--- config.mk ---
export PLATFORM = sky130hd
export DESIGN_NAME = switch_allocator_rr
export DESIGN_NICKNAME = d
export VERILOG_FILES = /design/src/rtl/switch_allocator_rr.sv
export SDC_FILE = /design/constraint.sdc
export NUM_CORES = 1
export LEC_CHECK = 0
export CORE_ASPECT_RATIO = 1.4
export CORE_MARGIN = 2
export CORE_UTILIZATION = 61
export CTS_CLUSTER_DIAMETER = 30
export DETAILED_ROUTE_END_ITERATION = 6
export PLACE_DENSITY = 0.83
export SETUP_SLACK_MARGIN = 0.3
export SYNTH_ARGS = -nofsm -noshare
export SYNTH_HDL_FRONTEND = slang
export SYNTH_SLANG_ARGS = --single-unit
--- constraint.sdc ---
create_clock -name clk -period 4.46 [get_ports clk]
set_clock_uncertainty 0.1 [all_clocks]
set_input_delay 0.892 -clock clk [delete_from_list [all_inputs] [get_ports clk]]
set_output_delay 0.892 -clock clk [all_outputs]
set_load 0.01 [all_outputs]
--- src/rtl/switch_allocator_rr.sv ---
// Switch allocator: one round-robin arbiter per output port, registered
// grants with single-cycle latency, and crossbar select generation.
module switch_allocator_rr #(
    parameter int unsigned PORT_NUM = 5,
    parameter int unsigned SEL_W    = $clog2(PORT_NUM)
) (
    input  logic                               clk,
    input  logic                               rst,
    input  logic [PORT_NUM-1:0]                switch_request_i,
    input  logic [PORT_NUM-1:0][SEL_W-1:0]     out_port_i,
    input  logic [PORT_NUM-1:0]                out_ready_i,
    output logic [PORT_NUM-1:0]                valid_sel_o,
    output logic [PORT_NUM-1:0]                xbar_en_o,
    output logic [PORT_NUM-1:0][SEL_W-1:0]     xbar_sel_o
);

    logic [PORT_NUM-1:0]            valid_sel_q, valid_sel_d;
    logic [PORT_NUM-1:0]            xbar_en_q,   xbar_en_d;
    logic [PORT_NUM-1:0][SEL_W-1:0] xbar_sel_q,  xbar_sel_d;
    logic [PORT_NUM-1:0][SEL_W-1:0] rr_ptr_q,    rr_ptr_d;

    // cand[o][i]: input i competes for output o; inputs whose grant is
    // currently visible are masked so a held request cannot win twice.
    logic [PORT_NUM-1:0][PORT_NUM-1:0] cand;

    // Candidate matrix from requests, requested ports and the grant mask
    always_comb begin
        cand = '0;
        for (int o = 0; o < int'(PORT_NUM); o++) begin
            for (int i = 0; i < int'(PORT_NUM); i++) begin
                cand[o][i] = switch_request_i[i]
                           && (out_port_i[i] == SEL_W'(o))
                           && !valid_sel_q[i];
            end
        end
    end

    // Per-output round-robin search starting at rr_ptr, and next-state update
    always_comb begin
        logic             found;
        logic [SEL_W-1:0] win;
        logic [SEL_W-1:0] idx_s;
        int               idx;

        valid_sel_d = '0;
        xbar_en_d   = '0;
        xbar_sel_d  = xbar_sel_q;
        rr_ptr_d    = rr_ptr_q;
        found       = 1'b0;
        win         = '0;
        idx_s       = '0;
        idx         = 0;

        for (int o = 0; o < int'(PORT_NUM); o++) begin
            found = 1'b0;
            win   = '0;
            for (int k = 0; k < int'(PORT_NUM); k++) begin
                idx = int'(rr_ptr_q[o]) + k;
                if (idx >= int'(PORT_NUM)) begin
                    idx = idx - int'(PORT_NUM);
                end
                idx_s = SEL_W'(idx);
                if (!found && out_ready_i[o] && cand[o][idx_s]) begin
                    found = 1'b1;
                    win   = idx_s;
                end
            end
            if (found) begin
                valid_sel_d[win] = 1'b1;
                xbar_en_d[o]     = 1'b1;
                xbar_sel_d[o]    = win;
                rr_ptr_d[o]      = (win == SEL_W'(PORT_NUM - 1)) ? '0 : win + SEL_W'(1);
            end
        end
    end

    // Registered grants, crossbar controls and arbitration pointers
    always_ff @(posedge clk or posedge rst) begin
        if (rst) begin
            valid_sel_q <= '0;
            xbar_en_q   <= '0;
            xbar_sel_q  <= '0;
            rr_ptr_q    <= '0;
        end else begin
            valid_sel_q <= valid_sel_d;
            xbar_en_q   <= xbar_en_d;
            xbar_sel_q  <= xbar_sel_d;
            rr_ptr_q    <= rr_ptr_d;
        end
    end

    assign valid_sel_o = valid_sel_q;
    assign xbar_en_o   = xbar_en_q;
    assign xbar_sel_o  = xbar_sel_q;

endmodule

==> run metrics, run 1 <==
status=finished clean; Tmin final=roughly 4.2 ns; most used cell, CP=ha_1; CP max stage cell=dfrtp_1; Finish-stage setup viols=0; DIE WIDTH=approximately 95 microns; syn nets=between 900 and 1000; Detailed Route Iter0 Violations=roughly 930; maximum VDD drop=0.853 mV; register area share after synthesis=14.2%; CP Class=flip-flop to flip-flop; Post-DRT Antenna Nets=0; multiplexer area fraction after synthesis=5.65%; commonest non-fill, non-tap cell in the layout=buf_4; post-synthesis xor/xnor area fraction=under 10%; worst reg2reg setup slack=0.26 ns; Antenna Diode Count=0; Slew @ Worst Pin=about 0.93 ns; initial antenna violation count=0; sw frac=between 50% and 60%; crit path DAT=about 4.3 ns; Compound-Gate Fraction of Synth Area=between 30% and 40%; Fmax achieved=about 0.24 GHz; cell accounting for the most synthesized area=dfrtp_1; drt first pass iters=6; Max-slew headroom=a little under two fifths; CP Cell Sequence=inv_4 -> buf_4 -> ha_1 -> ha_1 -> inv_2 -> o31ai_4 -> or2_2 -> mux2_2 -> o211ai_1 -> nor4b_4 -> o21ai_0 -> o21ai_1 -> inv_1 -> ha_2 -> nor3_2 -> a211oi_2 -> a21oi_1; Final #Nets=approximately 1200; # H-tree levels=2; DIE HEIGHT=131 microns; Initial Utilization=between 60% and 70%; max incr delay on CP=a little over 0.4 ns; Gate Count Post-Synth=900; Ports=52; Area growth syn-to-layout=30.5%; Total Die Area=0.0124 sq mm; gpl congestion=between 1 and 1.5; Logic pwr share=86.5%; Hold Path Class=flip-flop to flip-flop; clock sinks=40; Worst Hold Depth=2; worst endpoint required time=4.59 ns; Synth Area in Adders=10.1%; Synth cell types=about 110; hpwl dp=slightly below 20000 microns; vias in the first global route=just under 8000; Leak=roughly 0.004 uW; Post-Syn Area=~0.0070 sq mm; CTS Hold Bufs=0; reg2reg path depth=17; first-pass GRT wire length=between 30000 and 40000 microns; Core Area=~0.011 sq mm; Port Buffers=51; Sequential Power Share=under 10%; insertion delay to the later sink of the worst-skew pair=about 0.30 ns; synth top area cells=dfrtp_1 14%, ha_1 8.7%, nand2_1 3.9%, mux2i_1 3.8%, nor2_1 3.6%; clk slew on worst S/H paths=~0.060 ns; CTS tree=yes; pwr dens=roughly 950 mW/mm^2; largest family of logic cells by synthesized area=simple AND/OR/NAND/NOR gates; Clock Power Share=~5%; Post-synth EDFFs=0; ys flop type=dfrtp_1; # rows=46; pin count of the biggest net entering global routing=41; gr ovfl total=0; post-DR vias/cell=approximately 7; Hold Vio Cnt, Final=0; async set or reset register ratio after synthesis=between 90% and 100%; sw power=~4600 uW; RSZ-0062 raised after global routing=yes; crit share post-route=between 90 and 100%; Residual DRC=0; total of warnings raised by yosys=0; Final Instance Area=0.00918 sq mm; Mean Syn Cell Area=between 7 and 8 sq um; DP Area=0.00846 sq mm; CP Launch Type=flip-flop; CTS buffer count=5; Synth Area in Simple Gates=between 30% and 40%; Routed wire per std cell=approximately 22 microns; commonest cells after routing, fill and taps aside=141 x buf_4, 72 x nand2_1, 62 x nor2_1; count of pins over their slew limit=0; layout cell share with drive strength beyond 1=25.7%; vias post-DR=8506; max-cap viol count=0; Internal=around 4000 uW; area share of the largest cell type after synthesis=between 10% and 20%; flop and latch count out of synthesis=40; GRT Overall Usage=~40%; critical path endpoint category=flip-flop; CTS root buffer=clkbuf_16; deepest clock path buffer count=2; Layout fillers=about 810; setup TNS=0 ns; crit-path max FO=6; power consumption=between 8000 and 9000 uW; routed wire length=26200 microns
==> metrics by stage <==
step | std cells | hold slack (ns) | util [%] | setup WS, ns
2_1_floorplan | 900 | 0.412 | - | 0.393
3_3_place_gp | 1181 | 0.360 | 75.0 | 0.00807
3_5_place_dp | 1181 | 0.361 | 75.0 | -0.0508
4_1_cts | 1195 | 0.386 | 77.2 | 0.304
5_1_grt | 1218 | 0.421 | 81.4 | 0.175
6_report | 1218 | 0.379 | 81.4 | 0.258
==> layout make-up <==
type | instances | area, sq um | share of cell area (%)
inverters | 58 | 224 | 2.44
multi-input cells | 774 | 6000 | 65.3
flip-flops and latches | 40 | 1010 | 11.0
well taps | 144 | 180 | 1.96
repair buffers | 194 | 1610 | 17.5
clock buffers | 5 | 125 | 1.36
clock inverters | 3 | 42.5 | 0.463
==> state kept, by name (all words and copies together) (netlist names) <==
signal and flops:
xbar_en_o 5, valid_sel_o 5, rr_ptr_q 15, xbar_sel_o 15
==> worst max-delay path: cells and delay by family, from the launching register on <==
family          cells  cell delay (ns)
fa+ha+maj           3             0.85
simple gates        3             0.79
mux                 1             0.35
buf+inv             4             0.49
flops               1             0.41
compound gates      6             1.14
==> power groups by stage <==
stage | registers [uW] | logic, uW | clock network, uW
3_5_place_dp | 731 | 6620 | 0
3_3_place_gp | 721 | 6520 | 0
6_report | 738 | 7530 | 434
5_1_grt | 752 | 8060 | 443
2_1_floorplan | 763 | 4370 | 0
4_1_cts | 726 | 6750 | 432
==> routing by layer <==
layer / GRT usage [%] / up-vias / share of wire, %
met5: 0 / - / 0
met4: 26.3 / 0 / 8.3
met3: 6.52 / 199 / 8.4
met2: 70.8 / 570 / 48
met1: 45.4 / 3911 / 35
li1: - / 3826 / -
==> what timing repair did <==
| item | in CTS | in global routing |
|---|---|---|
| buffers inserted | 6 | 23 |
| endpoints found under the setup margin | 11 | 19 |
| pin swaps | 6 | 25 |
| gates resized for setup | 12 | 74 |
==> final timing paths <==
path	start	to
min in group asynchronous	rst	rr_ptr_q[11]
worst max register to register	rr_ptr_q[3]	rr_ptr_q[5]
max in group asynchronous	rst	rr_ptr_q[4]
worst min register to register	xbar_sel_o[7]	xbar_sel_o[7]
worst max-delay path	rr_ptr_q[3]	rr_ptr_q[5]
worst min-delay path	xbar_sel_o[7]	xbar_sel_o[7]
==> cells by family (layout without fill, tap and decap cells) <==
logic type | count (synthesis) | after routing
adders and majority gates | 54 | 54
muxes | 37 | 37
AOI/OAI and AO/OA | 278 | 278
xor gates and xnor gates | 21 | 21
DFF | 40 | 40
and+or+nand+nor | 384 | 384
buffers and inverters | 86 | 260
==> cells in the mapped netlist (all sizes together) (10+ instances only) <==
library cell	number
nor2	67
nor3	25
dfrtp	40
o21ai	40
a211oi	16
inv	57
nor3b	14
xnor2	21
ha	49
and3	15
nor2b	15
o31ai	11
clkbuf	16
nand3	40
a21o	21
or3	11
nand2	73
buf	12
nand2b	22
o211ai	15
nand4	14
or2	10
mux2i	27
nor4	10
and2	12
a21oi	44
o22ai	15
Power figures use the tool's default switching activity.
==> run 2: changes to the inputs <==
--- a/config.mk
+++ b/config.mk
@@ -10,6 +10,7 @@
 export CORE_UTILIZATION = 61
 export CTS_CLUSTER_DIAMETER = 30
 export DETAILED_ROUTE_END_ITERATION = 6
+export GPL_ROUTABILITY_DRIVEN = 1
 export PLACE_DENSITY = 0.83
 export SETUP_SLACK_MARGIN = 0.3
 export SYNTH_ARGS = -nofsm -noshare
==> results of run 2 <==
Final layout, timing and power as in run 1 (identical DEF).
==> run 3: changes to the inputs <==
--- a/config.mk
+++ b/config.mk
@@ -8,9 +8,8 @@
 export CORE_ASPECT_RATIO = 1.4
 export CORE_MARGIN = 2
 export CORE_UTILIZATION = 61
-export CTS_CLUSTER_DIAMETER = 30
+export CTS_CLUSTER_DIAMETER = 60
 export DETAILED_ROUTE_END_ITERATION = 6
-export GPL_ROUTABILITY_DRIVEN = 1
 export PLACE_DENSITY = 0.83
 export SETUP_SLACK_MARGIN = 0.3
 export SYNTH_ARGS = -nofsm -noshare
==> results of run 3 <==
Final layout, timing and power as in run 1 (identical DEF).
